`config.mk`:
```
export PLATFORM = sky130hd
export DESIGN_NAME = dmem_responder
export DESIGN_NICKNAME = d
export VERILOG_FILES = /design/src/rtl/dmem_responder.sv
export SDC_FILE = /design/constraint.sdc
export NUM_CORES = 1
export LEC_CHECK = 0
export ABC_CLOCK_PERIOD_IN_PS = 5170
export CORE_MARGIN = 10
export CORE_UTILIZATION = 60
export CTS_CLUSTER_SIZE = 8
export DETAILED_ROUTE_END_ITERATION = 12
export MAX_ROUTING_LAYER = met4
export PLACE_DENSITY = 0.78
export SLEW_MARGIN = 15
export SYNTH_ARGS = -nofsm -noshare
export SYNTH_HDL_FRONTEND = slang
export SYNTH_SLANG_ARGS = --single-unit
```
`constraint.sdc`:
```
create_clock -name clk_i -period 5.17 [get_ports clk_i]
set_clock_uncertainty 0.2 [all_clocks]
set_input_delay 0.517 -clock clk_i [delete_from_list [all_inputs] [get_ports clk_i]]
set_output_delay 0.517 -clock clk_i [all_outputs]
set_load 0.02 [all_outputs]
```
`src/rtl/dmem_responder.sv`:
```
// Word-addressed data memory for the MEM stage with a fixed access latency.
// Stalls the pipeline while a legal request is in flight and pulses err_o on illegal requests.
module dmem_responder #(
    parameter int DEPTH   = 32,
    parameter int LATENCY = 2
) (
    input  logic        clk_i,
    input  logic        rst_i,
    input  logic        MemRead_i,
    input  logic        MemWrite_i,
    input  logic [31:0] addr_i,
    input  logic [31:0] data_i,
    output logic [31:0] data_o,
    output logic        ready_o,
    output logic        stall_o,
    output logic        err_o
);

    localparam int AW = (DEPTH > 1) ? $clog2(DEPTH) : 1;

    typedef enum logic [1:0] {
        S_IDLE = 2'd0,
        S_BUSY = 2'd1,
        S_DONE = 2'd2
    } state_t;

    state_t        r_state;
    logic [3:0]    r_cnt;
    logic          r_op_wr;
    logic [AW-1:0] r_idx;
    logic [31:0]   r_wdata;
    logic [31:0]   r_data;
    logic          r_ready;
    logic          r_err;
    logic [31:0]   r_mem [DEPTH];

    logic w_req;
    logic w_illegal;
    logic w_legal;
    logic w_mem_we;

    assign w_req     = MemRead_i | MemWrite_i;
    assign w_illegal = (MemRead_i & MemWrite_i)
                     | (addr_i[1:0] != 2'b00)
                     | ({2'b00, addr_i[31:2]} >= 32'(DEPTH));
    assign w_legal   = w_req & ~w_illegal;

    // Stall covers the accepting IDLE cycle plus every BUSY cycle; reset always releases it.
    assign stall_o = ~rst_i & (((r_state == S_IDLE) & w_legal) | (r_state == S_BUSY));

    assign data_o  = r_data;
    assign ready_o = r_ready;
    assign err_o   = r_err;

    assign w_mem_we = ~rst_i & (r_state == S_BUSY) & (r_cnt == 4'd0) & r_op_wr;

    // The array has no reset so its contents survive rst_i.
    always_ff @(posedge clk_i) begin
        if (w_mem_we) begin
            r_mem[r_idx] <= r_wdata;
        end
    end

    always_ff @(posedge clk_i) begin
        if (rst_i) begin
            r_state <= S_IDLE;
            r_cnt   <= 4'd0;
            r_op_wr <= 1'b0;
            r_idx   <= '0;
            r_wdata <= 32'd0;
            r_data  <= 32'd0;
            r_ready <= 1'b0;
            r_err   <= 1'b0;
        end else begin
            r_ready <= 1'b0;
            r_err   <= 1'b0;
            case (r_state)
                S_IDLE: begin
                    if (w_req && w_illegal) begin
                        r_err <= 1'b1;
                    end else if (w_legal) begin
                        r_op_wr <= MemWrite_i;
                        r_idx   <= addr_i[AW+1:2];
                        r_wdata <= data_i;
                        r_cnt   <= 4'(LATENCY - 1);
                        r_state <= S_BUSY;
                    end
                end
                S_BUSY: begin
                    if (r_cnt != 4'd0) begin
                        r_cnt <= r_cnt - 4'd1;
                    end else begin
                        r_state <= S_DONE;
                        r_ready <= 1'b1;
                        if (!r_op_wr) begin
                            r_data <= r_mem[r_idx];
                        end
                    end
                end
                S_DONE: begin
                    r_state <= S_IDLE;
                end
                default: begin
                    r_state <= S_IDLE;
                end
            endcase
        end
    end

endmodule

```
==> flow_summary_export.csv, run 1 <==
group,metric,value,unit
synth,synth_area_leader_cell,"edfxtp_1",
pwr,powerDensity,389,mW/mm²
sta,post-route-period-util,75.7,%
synth,syn-num-nets,2221,
critical_path,r2r_setup_slack,1.25,ns
route,top_layer,"met4",
final_layout,drive_gt1_share,18.8,%
final_layout,mostFrequentLayoutCell,"edfxtp_1",
critical_path,r2r_start,"r_cnt[0]$_SDFFE_PP0P_",
clock_network,cts.sinks,1102,
route,drt_iter0_drc,3472,
synth,async_reset_ff_share,0,%
floorplan,die_y,284,µm
critical_path,critical_path_class,"flip-flop to flip-flop",
grt,grt_pass1_vias,23400,
floorplan,die_area,0.0806,mm²
route,drt-pass1-iter-count,6,
route,wl_per_cell,31.9,µm
route,postRouteAntennaNets,0,
sta,hold_viol,0,
synth,ys_seq_area_share,77.3,%
final_layout,num_antenna_cells,0,
critical_path,max_stage_delay,0.64,ns
critical_path,startpoint,"r_cnt[0]$_SDFFE_PP0P_",
floorplan,core,0.0688,mm²
pwr,vdd_drop_max,0.371,mV
clock_network,cts.htree.levels,4,
synth,synth_top_area_share,73.6,%
synth,synth_warnings,0,
route,wl_met2,53.5,mm
min_path,min_path_type,"input pin to flip-flop",
route,num_vias,23000,
route,drc,0,
critical_path,endpoint_kind,"flip-flop",
clock_network,clock_latency,0.74,ns
clock_network,cts_buffer_depth,3,
floorplan,die_x,284,µm
sta,min_period,3.92,ns
grt,grt-ovfl-total,0,
synth,syn_inst,2152,
final_layout,layout.nets,2433,
synth,synth_edf_count,1024,
clock_network,cts_made_buffers,155,
critical_path,reg2reg_to,"r_mem[31][0]$_DFFE_PP_",
route,wirelength,108,mm
critical_path,startpoint_type,"flip-flop",
floorplan,ioPinCount,103,
sta,setup_viol,0,
final_layout,fillers,3968,
route,wl_met1,39.0,mm
floorplan,core.rowCount,96,
placed_design,finalWeightedCongestion,0.892,
grt,grt.total_usage,27.6,%
final_layout,final_cell_mix,"edfxtp_1, mux2i_1, clkbuf_16",
run_status,status,"finished, final reports clean",
sta,setup_tns,0,ns
sta,fin_hold_ws,0.148,ns
clock_network,clockRootBuffer,"clkbuf_16",
clock_network,cts_tree,"done",
critical_path,cp_slowest_cell,"nor2_4",
clock_network,cts_setup_buffers,0,
grt,grt_pass1_wl,159,mm
sta,fmax,255,MHz
floorplan,start_util,60.7,%
flow_run,maxCapViolations,0,
grt,antenna_found_initial,1,
clock_network,cts_resized,0,
placed_design,port_buffers,102,
route,wl_met3,11.0,mm
critical_path,path_max_fanout,22,
synth,avgSynthCellArea,19.4,µm²
critical_path,cp_top_family,"simple AND/OR/NAND/NOR gates",
placed_design,dpl.hpwl,61.5,mm
pwr,fin_total_pwr,19.0,mW
final_layout,syn_to_final_growth,16.7,%
grt,grt_max_degree,85,
min_path,min_to,"r_idx[2]$_SDFFE_PP0P_",
critical_path,crit_required,5.34,ns
critical_path,worstPathArrival,4.08,ns
pwr,leakage,12.5,nW
synth,synth_seq_cells,1102,
sta,slew_headroom,17.9,%
min_path,hold_depth,3,
synth,yosysUniqueCellTypes,51,
sta,grt_setup_unrepaired,"false",
route,vias_per_cell,6.77,
critical_path,path_buf_inv,2,
clock_network,clkSlewWorstSetupHoldPaths,0.05,ns
sta,slew_viol_final,0,
critical_path,ff2ff_path_depth,8,
synth,netlist_area,0.0418,mm²
critical_path,path_cells,"inv_1 > ha_1 > or3b_4 > nor3_1 > and2_1 > nand3_1 > nor2_4 > buf_4",
synth,synth_flop_cell,"edfxtp_1",
synth,yosys-top-cells-area,"edfxtp_1, mux4_2, mux2i_1",
min_path,min_from,"addr_i[4]",
sta,worstMarginPinSlew,1.23,ns
## cell families (layout without fill, tap and decap cells)
logic type | after synthesis | in the layout | share of synthesized area, %
adders and majority gates | 1 | 1 | 0.0299
xor gates and xnor gates | 1 | 1 | 0.0210
AOI/OAI and AO/OA | 241 | 241 | 3.86
and+or+nand+nor | 282 | 282 | 3.44
buffers and inverters | 129 | 445 | 1.53
muxes | 396 | 396 | 13.8
DFF | 1102 | 1102 | 77.3
## stage by stage
| step | utilization, % | instances | cell area, µm² | worst slack (ns) |
|---|---|---|---|---|
| 2_1_floorplan | - | 2152 | 41800 | 0.534 |
| 3_5_place_dp | 64.3 | 3134 | 44200 | 1.35 |
| 6_report | 70.9 | 3399 | 48800 | 1.25 |
| 5_1_grt | 70.9 | 3399 | 48800 | 1.15 |
| 4_1_cts | 70.8 | 3396 | 48700 | 1.21 |
| 3_3_place_gp | 64.2 | 3133 | 44200 | 1.45 |
## worst max-delay path by stage
stage / end / cells after the start
after floorplan: r_mem[23][0]$_DFFE_PP_ / 8
after global placement: r_mem[15][26]$_DFFE_PP_ / 7
after detailed placement: r_mem[26][4]$_DFFE_PP_ / 7
after CTS: r_mem[26][7]$_DFFE_PP_ / 7
after global routing: r_mem[10][20]$_DFFE_PP_ / 7
final: r_mem[31][0]$_DFFE_PP_ / 8
## registers in the layout (all words and copies together), names as in the netlist
signal / count
r_idx: 5
r_wdata: 32
ready_o: 1
err_o: 1
r_mem: 1024
r_op_wr: 1
r_state: 2
r_cnt: 4
data_o: 32
## per-layer routing
metal / track usage [%] / up-vias
li1: - / 9266
met1: 34.7 / 11800
met2: 43.3 / 1682
met3: 5.48 / 310
met4: 12.5 / 0
met5: - / -
## tightest hold or removal path, cell delays in order
cell and delay [ns]:
clkdlybuf4s50_1 0.41, nand2_1 0.06, a21oi_1 0.05
## cell usage after synthesis (all sizes together) (4+ instances only)
library cell  count
edfxtp         1024
mux2i           241
mux4            144
nor2            101
o22ai            99
dfxtp            78
buf              74
clkbuf           51
nand2            49
a22oi            39
a21oi            34
nor3             28
a311oi           26
or4              15
and3             13
nand3            13
nor4             12
o21ai            12
a211oi           11
mux2             11
nand2b            8
nor2b             8
a22o              6
and2              6
a221oi            4
a31oi             4
inv               4
nand3b            4
or4b              4
or4bb             4
## report_power, final
| part | internal, mW | leakage [nW] | total, mW | switching, mW |
|---|---|---|---|---|
| Combinational | 0.0477 | 2.72 | 0.0723 | 0.0245 |
| Sequential | 9.61 | 7.69 | 9.61 | 0.0000972 |
| Clock | 5.65 | 2.14 | 9.28 | 3.63 |
| Total | 15.3 | 12.5 | 19.0 | 3.66 |
## cell type report
cell class	count	area, µm²	area share (%)
Inverter	4	15.0	0.0308
Timing Repair Buffer	180	1710	3.50
Multi-Input combinational cell	921	9100	18.6
Clock buffer	248	4290	8.79
Clock inverter	13	180	0.369
Sequential cell	1102	32300	66.3
Tap cell	931	1160	2.39
## timing repair
item,4_1_cts,5_1_grt
endpoints found under the hold margin,1,0
setup endpoints to repair,0,0
hold buffers,1,0
Note: power is estimated with default switching activity, not from simulation.
==> run 2: changes to the inputs <==
ABC_CLOCK_PERIOD_IN_PS = 4000   (was 5170)
clock period = 4 ns   (was 5.17 ns; I/O delays follow)
==> flow_summary_export.csv, run 2 (synthesis results as in run 1) <==
group,metric,value,unit
route,drt-pass1-iter-count,6,
sta,slew_viol_final,0,
route,vias_per_cell,6.76,
grt,antenna_found_initial,1,
clock_network,cts.sinks,1102,
final_layout,fin_util,71.4,%
clock_network,cts_tree,"done",
final_layout,layout.nets,2470,
sta,grt_setup_unrepaired,"false",
clock_network,cts.htree.levels,4,
sta,fmax,276,MHz
placed_design,finalWeightedCongestion,0.896,
clock_network,clkSlewWorstSetupHoldPaths,0.05,ns
route,wirelength,109,mm
floorplan,die_area,0.0806,mm²
route,drc,0,
route,drt_iter0_drc,3454,
clock_network,clock_latency,0.74,ns
sta,setup_viol,0,
floorplan,die_y,284,µm
clock_network,cts_buffer_depth,3,
floorplan,ioPinCount,103,
placed_design,place_area,0.0447,mm²
critical_path,startpoint_type,"flip-flop",
route,postRouteAntennaNets,0,
sta,slew_headroom,16.6,%
clock_network,cts_made_buffers,155,
critical_path,crit_required,4.20,ns
sta,post-route-period-util,90.5,%
pwr,leakage,12.7,nW
floorplan,core,0.0688,mm²
route,wl_per_cell,31.9,µm
critical_path,endpoint_kind,"flip-flop",
sta,worstMarginPinSlew,1.25,ns
sta,min_period,3.62,ns
route,num_vias,23200,
flow_run,maxCapViolations,0,
sta,hold_viol,0,
grt,grt_pass1_wl,160,mm
final_layout,final_cell_mix,"edfxtp_1, mux2i_1, clkbuf_16",
placed_design,dpl.hpwl,63.2,mm
placed_design,port_buffers,102,
grt,grt.total_usage,27.8,%
critical_path,critical_path_class,"flip-flop to flip-flop",
min_path,min_path_type,"input pin to flip-flop",
final_layout,syn_to_final_growth,17.6,%
run_status,status,"finished, final reports clean",
final_layout,mostFrequentLayoutCell,"edfxtp_1",
critical_path,worstPathArrival,3.82,ns
final_layout,postLayoutCellArea,0.0492,mm²
pwr,powerDensity,498,mW/mm²
sta,setup_tns,0,ns
floorplan,start_util,60.7,%
grt,grt_pass1_vias,24000,
grt,grt_max_degree,79,
final_layout,regMostFlops,"r_mem",
critical_path,path_max_fanout,19,
sta,fin_hold_ws,0.0237,ns
pwr,vdd_drop_max,0.428,mV
pwr,fin_total_pwr,24.5,mW
final_layout,largest_reg_flops,1024,
final_layout,drive_gt1_share,20.2,%
clock_network,clockRootBuffer,"clkbuf_16",
floorplan,core.rowCount,96,
floorplan,die_x,284,µm
grt,grt-ovfl-total,0,
run 2: per-layer routing:
metal	up-vias	part of all wire (%)	GRT usage [%]
met5	-	0	-
met4	0	4.0	12.0
met3	306	11	6.12
met2	1780	49	43.8
met1	11800	36	34.8
li1	9321	-	-
run 2: critical path, stage by stage, from the launching register on:
cell	delay, ns
dfxtp_1	0.34
inv_1	0.07
ha_1	0.18
or3b_4	0.43
nor3_1	0.24
and2_1	0.36
nand3_1	0.51
nor2_4	0.66
buf_12	0.28
run 2: final cells by class:
| class | instances | area (µm²) |
|---|---|---|
| flip-flops and latches | 1102 | 32300 |
| fillers | 3919 | 19700 |
| multi-input cells | 921 | 9140 |
| clock buffers | 239 | 4260 |
| repair buffers | 217 | 2060 |
| well taps | 931 | 1160 |
| clock inverters | 13 | 176 |
| inverters | 4 | 15.0 |
| diodes | 3 | 7.51 |
run 2: what timing repair did:
| action | in CTS | in global routing |
|---|---|---|
| endpoints found under the hold margin | 3 | 0 |
| setup endpoints to repair | 0 | 0 |
| resized for setup | 0 | 0 |
| buffers inserted | 0 | 0 |
| hold buffers | 3 | 0 |
run 2: report_power, final:
part	switching (mW)	internal, mW
Sequential	0.000188	12.4
Clock	4.69	7.26
Combinational	0.0309	0.0629
Total	4.72	19.7
run 2: path summary, 6_finish.rpt:
check	start	end	slack (ns)	depth (start not counted)
worst max register to register	r_cnt[0]$_SDFFE_PP0P_	r_mem[27][23]$_DFFE_PP_	0.38	8
worst max-delay path	r_cnt[0]$_SDFFE_PP0P_	r_mem[27][23]$_DFFE_PP_	0.38	8
worst min-delay path	addr_i[5]	r_idx[3]$_SDFFE_PP0P_	0.02	3
worst min register to register	data_o[8]$_SDFFE_PP0P_	data_o[8]$_SDFFE_PP0P_	0.30	2
run 2: stage by stage:
| stage | std cells | worst slack [ns] |
|---|---|---|
| 4_1_cts | 3427 | 0.406 |
| 6_report | 3430 | 0.380 |
| 5_1_grt | 3428 | 0.283 |
| 3_5_place_dp | 3172 | 0.450 |
| 3_3_place_gp | 3172 | 0.564 |
| 2_1_floorplan | 2152 | 0.242 |
